--- config.mk ---
export PLATFORM = sky130hd
export DESIGN_NAME = game_control
export DESIGN_NICKNAME = d
export VERILOG_FILES = /design/src/rtl/game_control.sv
export SDC_FILE = /design/constraint.sdc
export NUM_CORES = 1
export LEC_CHECK = 0
export CAP_MARGIN = 20
export CORE_MARGIN = 3
export CORE_UTILIZATION = 43
export DETAILED_ROUTE_END_ITERATION = 8
export GPL_TIMING_DRIVEN = 0
export MAX_ROUTING_LAYER = met4
export PLACE_DENSITY_LB_ADDON = 0.15
export SLEW_MARGIN = 20
export SYNTH_ARGS = -nofsm -noshare
export SYNTH_HDL_FRONTEND = slang
export SYNTH_SLANG_ARGS = --single-unit
export TNS_END_PERCENT = 1
--- constraint.sdc ---
create_clock -name clk -period 1.4 [get_ports clk]
set_input_delay 0.35 -clock clk [delete_from_list [all_inputs] [get_ports clk]]
set_output_delay 0.35 -clock clk [all_outputs]
set_load 0.1 [all_outputs]
--- src/rtl/game_control.sv ---
// Controller FSM for the up/down number-guessing game: it issues a new secret request, counts guesses and reports hints, win and game over.
// Optional feature GAME_AUTO_RESTART_EN: the game restarts on its own RESTART_DELAY cycles after it ends.
module game_control #(
  parameter int unsigned MAX_ATTEMPTS  = 10,
  parameter int unsigned RESTART_DELAY = 16
) (
  input  logic       clk,
  input  logic       reset,
  input  logic [1:0] comparison_result,
  output logic       start_random_gen,
  output logic [6:0] game_status,
  output logic       game_over
);

  localparam int unsigned CW = 4;
  localparam logic [1:0] CMP_CORRECT = 2'b00;
  localparam logic [1:0] CMP_UP      = 2'b01;
  localparam logic [1:0] CMP_DOWN    = 2'b10;

  // The wait counter needs at least two cycles: one for WIN/LOSE and one for WAIT.
  if (MAX_ATTEMPTS == 0 || MAX_ATTEMPTS > 15 || RESTART_DELAY < 2) begin : g_param_check
    $error("game_control: parameter out of range");
  end

  typedef enum logic [2:0] {
    S_IDLE,
    S_START,
    S_PLAY,
    S_WIN,
    S_LOSE
`ifdef GAME_AUTO_RESTART_EN
    , S_WAIT
`endif
  } state_t;

  state_t        state;
  logic [CW-1:0] attempts;
  logic          up_hint;
  logic          down_hint;
  logic          win;
  logic [CW-1:0] attempts_inc;

  assign attempts_inc = attempts + CW'(1);
  assign game_status  = {win, down_hint, up_hint, attempts};

`ifdef GAME_AUTO_RESTART_EN
  localparam int unsigned DW = $clog2(RESTART_DELAY + 1);
  logic [DW-1:0] delay_cnt;
`endif

  // Game sequencing; every output bit is a flop updated here.
  always_ff @(posedge clk or posedge reset) begin
    if (reset) begin
      state            <= S_IDLE;
      attempts         <= '0;
      up_hint          <= 1'b0;
      down_hint        <= 1'b0;
      win              <= 1'b0;
      game_over        <= 1'b0;
      start_random_gen <= 1'b0;
`ifdef GAME_AUTO_RESTART_EN
      delay_cnt        <= '0;
`endif
    end else begin
      start_random_gen <= 1'b0;
      case (state)
        // The pulse is raised on entry so that it is high for the START cycle only.
        S_IDLE: begin
          state            <= S_START;
          start_random_gen <= 1'b1;
          attempts         <= '0;
          up_hint          <= 1'b0;
          down_hint        <= 1'b0;
          win              <= 1'b0;
          game_over        <= 1'b0;
        end
        S_START: begin
          state <= S_PLAY;
        end
        S_PLAY: begin
          case (comparison_result)
            CMP_CORRECT: begin
              win       <= 1'b1;
              game_over <= 1'b1;
              state     <= S_WIN;
            end
            CMP_UP, CMP_DOWN: begin
              attempts  <= attempts_inc;
              up_hint   <= (comparison_result == CMP_UP);
              down_hint <= (comparison_result == CMP_DOWN);
              if (attempts_inc == CW'(MAX_ATTEMPTS)) begin
                game_over <= 1'b1;
                state     <= S_LOSE;
              end
            end
            default: begin
            end
          endcase
        end
`ifdef GAME_AUTO_RESTART_EN
        S_WIN, S_LOSE: begin
          state     <= S_WAIT;
          delay_cnt <= DW'(1);
        end
        // The cycle counted RESTART_DELAY-1 hands over to START.
        S_WAIT: begin
          if (delay_cnt == DW'(RESTART_DELAY - 1)) begin
            state            <= S_START;
            start_random_gen <= 1'b1;
            attempts         <= '0;
            up_hint          <= 1'b0;
            down_hint        <= 1'b0;
            win              <= 1'b0;
            game_over        <= 1'b0;
            delay_cnt        <= '0;
          end else begin
            delay_cnt <= delay_cnt + DW'(1);
          end
        end
`else
        S_WIN, S_LOSE: begin
          state <= state;
        end
`endif
        default: begin
          state <= S_IDLE;
        end
      endcase
    end
  end

endmodule

# Yosys cells after proc, flatten, opt, wreduce, memory -nomap -nowiden
# Index checks and enable logic that the tools add are counted.
# word_totals
regBits	12
input_bits	4
out_inout_bits	9
# classes
add_sub_neg	1
eq_ne	11
n_mux	15
bitwise	1
reduce_logical	9
# op_table
operator	n
3-bit one-hot mux with 4 select lines	1
1-bit one-hot mux with 2 select lines	5
4-bit one-hot mux with 2 select lines	1
3-bit by 2-bit equality test with 1-bit output, second input constant	2
3-bit one-hot mux with 2 select lines	1
3-bit AND reduction	2
1-bit 2-to-1 mux	5
4-bit by 1-bit adder with 4-bit output, second input constant	1
4-bit equality test, second input constant	1
4-bit 2-to-1 mux	1
2-bit AND reduction	2
2-bit OR reduction	2
3-bit by 1-bit equality test with 1-bit output, second input constant	1
3-bit equality test, second input constant	1
3-bit zero test	1
3-bit 2-to-1 mux	1
3-bit by 2-bit != test with 1-bit output, second input constant	1
3-bit != test, second input constant	1
2-bit by 1-bit equality test with 1-bit output, second input constant	1
2-bit equality test, second input constant	1
2-bit zero test	1
2-bit by 1-bit != test with 1-bit output, second input constant	1
2-bit != test, second input constant	1
2-bit nonzero test	1
1-bit inverter	1

# Longest topological paths before layout
# logic_depth
ltp_word	5
ltp_mapped	6
ltp_nobuf	6

# Worst setup path after synthesis
# OpenSTA, ideal clock, no wires.
# synth_path
kind	register -> register
from	reg attempts[0]
to	reg game_over
setup_time_ps	125
arrival_ps	1890
setup_slack_ps	-615
stages_incl_launch_ff	6
path_buffers	0
period_less_slack_ps	2015
cell_sequence	dfrtp_1 -> ha_1 -> nor2_1 -> a21oi_2 -> o21bai_2 -> o31a_1
# synth_via
elab_chain_cells	4
# synth_lines
item	line_no	text
start: declaration	37	logic [CW-1:0] attempts;
start signal: assignment	88	attempts <= attempts_inc;
4-bit by 1-bit adder with 4-bit output	43	assign attempts_inc = attempts + CW'(1);
4-bit equality test	91	if (attempts_inc == CW'(MAX_ATTEMPTS)) begin
3-bit != test (no source line)	-	
3-bit AND reduction (no source line)	-	
end signal: assignment	59	game_over <= 1'b0;
end signal: assignment	84	game_over <= 1'b1;
end signal: assignment	92	game_over <= 1'b1;
end: declaration	12	output logic game_over
# No other way between the ends.
# A chain may end at the register's enable or synchronous reset.

# Final worst setup path
# layout_path
from	reg attempts[1]
to	out game_status[1]
# layout_rtl
item	line_no	text
end: declaration	11	output logic [6:0] game_status,
# No word-level cell between the ends.

==> impl_metrics.json <==
{
  "status": "complete, but fails checks",
  "failed_checks": "negative setup slack",
  "n_antenna_cell": 0,
  "met1Wirelength_um": 577,
  "wire_per_inst_um": 12.4,
  "path_delay_family": "flip-flops",
  "tightestPinTransition_ns": 0.447,
  "worstSetupPathType": "register to output port",
  "ios": 13,
  "htreeDepth": 1,
  "die_area_um2": 2010,
  "critPathBufInv": 1,
  "yosys-top-cells-area": "dfrtp_1 (46%), ha_1 (9.7%), o21ai_0 (3.9%)",
  "max_freq_mhz": 711,
  "fin_skew_ns": 0.000798,
  "cap_viol_max_count": 0,
  "cts_tree": "done",
  "post-place-cells": 93,
  "rows": 13,
  "clk_pin_slew_ns": 0.08,
  "coreArea_um2": 1350,
  "relSlewSlack_pct": 70.2,
  "synthTopCellsByCount": "dfrtp_1 (12), nand2_1 (6), nor2_1 (6)",
  "antenna_found_initial": 0,
  "yosysMostFrequentCell": "dfrtp_1",
  "final_nets": 94,
  "via_count": 524,
  "min_path_type": "primary input to async pin",
  "power.density_nw_per_um2": 2010,
  "synth_nets": 75,
  "drtAntennaViolNets": 0,
  "grt_pass1_vias": 463,
  "globalplace.congestion": 0.776,
  "synth.distinct_cells": 26,
  "clockRootBuffer": "clkbuf_4",
  "period_minus_slack_ns": 1.41,
  "p_leak_uw": 0.000402,
  "placed_area_um2": 811,
  "grt_util_all_layers_pct": 14.6,
  "top_layer": "met4",
  "finalSetupViolCount": 2,
  "arrival_ns": 1.06,
  "fin_crit_sh_pct": 100,
  "async_reset_ff_share_pct": 100,
  "finalWirelength_mm": 1.23,
  "drt_iter0_drc": 11,
  "io_buffers": 12,
  "area_growth_pct": 35.6,
  "cp_slowest_cell": "dfrtp_4",
  "cp_max_fo": 7,
  "grt_max_degree": 13,
  "clk_latency_ns": 0.28,
  "synth_seq_area_share_pct": 46.4,
  "fin_area_um2": 877,
  "netlist_instances": 66,
  "start_util_pct": 47.9,
  "grt_pass1_wl_mm": 2.09,
  "synth_seq_cells": 12,
  "worstPathRequired_ns": 1.05,
  "slew_violations": 0,
  "avgSynthCellArea_um2": 9.80,
  "drc": 0,
  "wl_met2_um": 578,
  "die_h_um": 44.8,
  "layout_setup_ws_ns": -0.00611,
  "synth_edf_count": 0,
  "fin_cells": 99,
  "drive_gt1_share_pct": 39.3,
  "viasPerCell": 5.29,
  "cts_buffers": 3,
  "finalHoldViolCount": 0,
  "whs_ns": 0.377,
  "wl_met3_um": 57,
  "ir_worst_vdd_mv": 1.24,
  "cp-end-kind": "output port",
  "cp_slowest_stage_delay_ns": 0.53,
  "dp_hpwl_um": 913,
  "cts_num_sinks": 12,
  "synthFlopType": "dfrtp_1",
  "critical_path.cell_chain": "buf_4",
  "die-width_um": 44.8,
  "clock_path_buffers": 2,
  "gr-total-overflow": 0,
  "first_pass_iters": 3,
  "syn_area_um2": 647,
  "yosys_warnings": 0,
  "crit_path_start_kind": "register",
  "synth_top_area_share_pct": 46.4,
  "post-synth-top-area-cell": "dfrtp_1",
  "grt_setup_unrepaired": "true"
}
-- sequential cells by signal, indices dropped and copies added (netlist names) --
register	flops
up_hint	1
down_hint	1
game_over	1
attempts	4
state	3
win	1
start_random_gen	1
-- metal layers --
metal / up-vias / GRT usage [%]
li1: 267 / -
met1: 246 / 18.6
met2: 9 / 22.6
met3: 2 / 3.59
met4: 0 / 5.26
met5: - / -
-- power breakdown --
part,internal (uW),switching [uW]
clock,158,127
sequential,433,90.0
combinational,297,661
total,888,878
-- logic make-up (layout without fill, tap and decap cells) --
family | after synthesis | in the layout | synth area share, %
and+or+nand+nor | 24 | 24 | 19.0
DFF | 12 | 12 | 46.4
adders and majority gates | 5 | 5 | 9.67
buffers and inverters | 8 | 26 | 6.38
AOI/OAI and AO/OA | 17 | 17 | 18.6
-- repair_timing --
| item | CTS | global route |
|---|---|---|
| hold buffers | 0 | 0 |
| setup endpoints to repair | 19 | 11 |
| buffers inserted | 0 | 2 |
| gates resized for setup | 59 | 6 |
| pin swaps | 1 | 1 |
-- metrics by stage --
step / total power (uW) / utilization (%) / worst slack (ns) / TNS, ns
final: 1770 / 65.0 / -0.00611 / -0.0116
after global routing: 1850 / 65.0 / -0.0511 / -0.143
after CTS: 1680 / 61.6 / -0.0130 / -0.0367
after detailed placement: 1420 / 60.1 / -0.607 / -9.33
after global placement: 1410 / 60.1 / -0.588 / -9.00
after floorplan: 1220 / - / -0.120 / -0.255
-- path summary, 6_finish.rpt --
check | end | slack, ns | depth (start not counted) | start
min reg2reg | up_hint | 0.52 | 1 | up_hint
min in group clk | up_hint | 0.52 | 1 | up_hint
min | up_hint | 0.38 | 2 | reset
max in group asynchronous | attempts[1] | 0.68 | 2 | reset
max reg2reg | game_over | 0.01 | 5 | attempts[0]
max | game_status[1] | -0.006 | 1 | attempts[1]
-- placed cells by master, fill, tap and decap left out, types with 2 or more instances in the layout --
cell           instances
buf_4                 11
dfrtp_1                8
nand2_1                6
o21ai_0                5
nor2_1                 5
clkbuf_4               4
nand3_1                3
inv_2                  3
ha_4                   3
inv_1                  2
a22o_1                 2
nor3_1                 2
a21oi_1                2
ha_1                   2
dfrtp_4                2
dfrtp_2                2
dlygate4sd2_1          2
buf_6                  2
-- final cells by class --
class | count | area [um^2]
flip-flops and latches | 12 | 310
plain buffers | 3 | 22.5
well taps | 15 | 18.8
clock buffers | 4 | 36.3
multi-input cells | 46 | 353
fillers | 112 | 473
inverters | 5 | 18.8
repair buffers | 14 | 118
Note: power is estimated with default switching activity, not from simulation.
==> variant (same flow settings) <==
The option `GAME_AUTO_RESTART_EN` is turned on by a define.
--- a/src/rtl/game_control.sv
+++ b/src/rtl/game_control.sv
@@ -1,5 +1,7 @@
 // Controller FSM for the up/down number-guessing game: it issues a new secret request, counts guesses and reports hints, win and game over.
 // Optional feature GAME_AUTO_RESTART_EN: the game restarts on its own RESTART_DELAY cycles after it ends.
+`define GAME_AUTO_RESTART_EN
+
 module game_control #(
   parameter int unsigned MAX_ATTEMPTS  = 10,
   parameter int unsigned RESTART_DELAY = 16
Behaviour: no difference found for any inputs over 10 cycles, from zero or initial values and one cycle with reset high; that may be too few to reach the edited logic, so the function may still have changed.
==> variant against the unedited design <==
  * The run still ends with negative setup slack left
  * Synthesized area rose by 52%
  * Combinational power is 65% higher
  * Design area is 48% higher
  * Largest cell class unchanged
  * Total power grew 53%
  * Setup slack worse by 18 ps
  * Sequential cell count rose by 5
  * Clock skew rose by 6.7 ps
  * Wire length increased by 76%
  * Highest routed layer unchanged
==> variant: results (changes against the unedited design) <==
vias in the first global route=780 (+68%); final setup margin=-24.21 ps (-18.10 ps); DP Cell Count=145 (+56%); nets=136 (+45%); setup TNS=-129.0 ps (-117.4 ps); maximum VDD drop=1.415 mV (+14%); ranking of synthesized cells by area=dfrtp_1 43%, ha_1 7.6%, o21ai_0 5.6%, nand2_1 4.2%, a21oi_1 3.6%; CTS clk-pin slew, worst paths=100 ps (+20 ps); xor-xnor portion of the synthesized cell area=0.8917% (+0.89 points); post-synthesis area per instance=9.266 sq um (-5.5%); Worst Path Arrival=1630 ps (+570 ps); DR iter-0 viols=31 (+20); Seq/Total Area, Yosys=43.31% (-3.1 points); Yosys cell types=37 (+42%); status=finished, violations left; crit-path max cell delay=450 ps (-80 ps); Max FO, Critical Path=6 (-1); Fill cells=169 (+51%); Synth Net Count=116 (+55%); final WL=2158 um (+76%); clk_lat worst skew=300 ps (+20 ps); drt wl/cell=14.20 um (+14%); DP HPWL=1457 um (+60%); gr usage total=17.78% (+3.2 points); share of cells above drive strength 1=35.20% (-4.1 points); Compound-Gate Fraction of Synth Area=22.04% (+3.5 points); Clock Skews=7.546 ps (+6.748 ps); setup violators final=8 (+6); failing checks=negative setup slack; largest net degree at the start of global routing=18 (+5); Reg-to-Reg End=attempts[0]; Critical-path top delay cell=dfrtp_2; vias per inst=5.546 (+4.8%); Adder-Cell Fraction of Synth Area=7.643% (-2.0 points); reg-to-reg startpoint=delay_cnt[0]; Synth top cells by count=17 x dfrtp_1, 11 x nand2_1, 11 x o21ai_0, 7 x a21oi_1, 7 x nor2_1
==> variant: logic make-up (layout without fill, tap and decap cells) <==
family / Yosys count / after routing
AND/OR/NAND/NOR: 36 / 36
AO/OA/AOI/OAI: 33 / 33
flip-flops: 17 / 17
buffers and inverters: 13 / 32
adder cells (fa/ha/maj): 6 / 6
XOR/XNOR: 1 / 1
==> variant: routing by layer <==
layer	track usage, %	part of all wire [%]
met5	-	0
met4	6.383	1.5
met3	5.817	4.5
met2	26.01	47
met1	22.84	46
==> variant: report_power, final <==
group          switching, mW  internal, mW  total [mW]
Combinational           1.05         0.526        1.58
Sequential             0.200         0.662       0.862
Clock                  0.153         0.111       0.264
Total                   1.40          1.30        2.70
==> variant: worst max-delay path by stage <==
stage | from | end | slack [ps] | cells past startpoint
final | delay_cnt[0] | attempts[0] | -20 | 5
after floorplan | attempts[0] | game_over | -100 | 5
after global placement | comparison_result[0] | attempts[2] | -600 | 7
after global routing | delay_cnt[0] | attempts[1] | -120 | 5
after detailed placement | comparison_result[0] | attempts[2] | -600 | 7
after CTS | delay_cnt[0] | attempts[2] | -40 | 5
==> variant: what timing repair did <==
item | 4_1_cts | 5_1_grt
gates resized for setup | 70 | 11
pin swaps | 3 | 7
endpoints found under the setup margin | 21 | 19
buffers inserted | 0 | 3
==> variant: per-stage QoR <==
| stage | utilization (%) | hold slack (ps) | total power [mW] | worst slack, ps |
|---|---|---|---|---|
| after floorplan | - | 276.0 | 1.930 | -99.92 |
| after global placement | 56.49 | 489.0 | 2.245 | -603.6 |
| after detailed placement | 56.49 | 490.3 | 2.249 | -599.2 |
| after CTS | 60.13 | 460.9 | 2.621 | -37.54 |
| after global routing | 62.74 | 477.1 | 2.897 | -120.3 |
| final | 62.74 | 428.7 | 2.704 | -24.21 |
==> variant: final cells by class <==
class,instances,area (sq um),area share (%)
Buffer,6,37.54,2.901
Clock buffer,4,26.28,2.031
Inverter,7,26.28,2.031
Multi-Input combinational cell,76,574.3,44.39
Sequential cell,17,439.2,33.95
Tap cell,27,33.78,2.611
Timing Repair Buffer,15,156.4,12.09
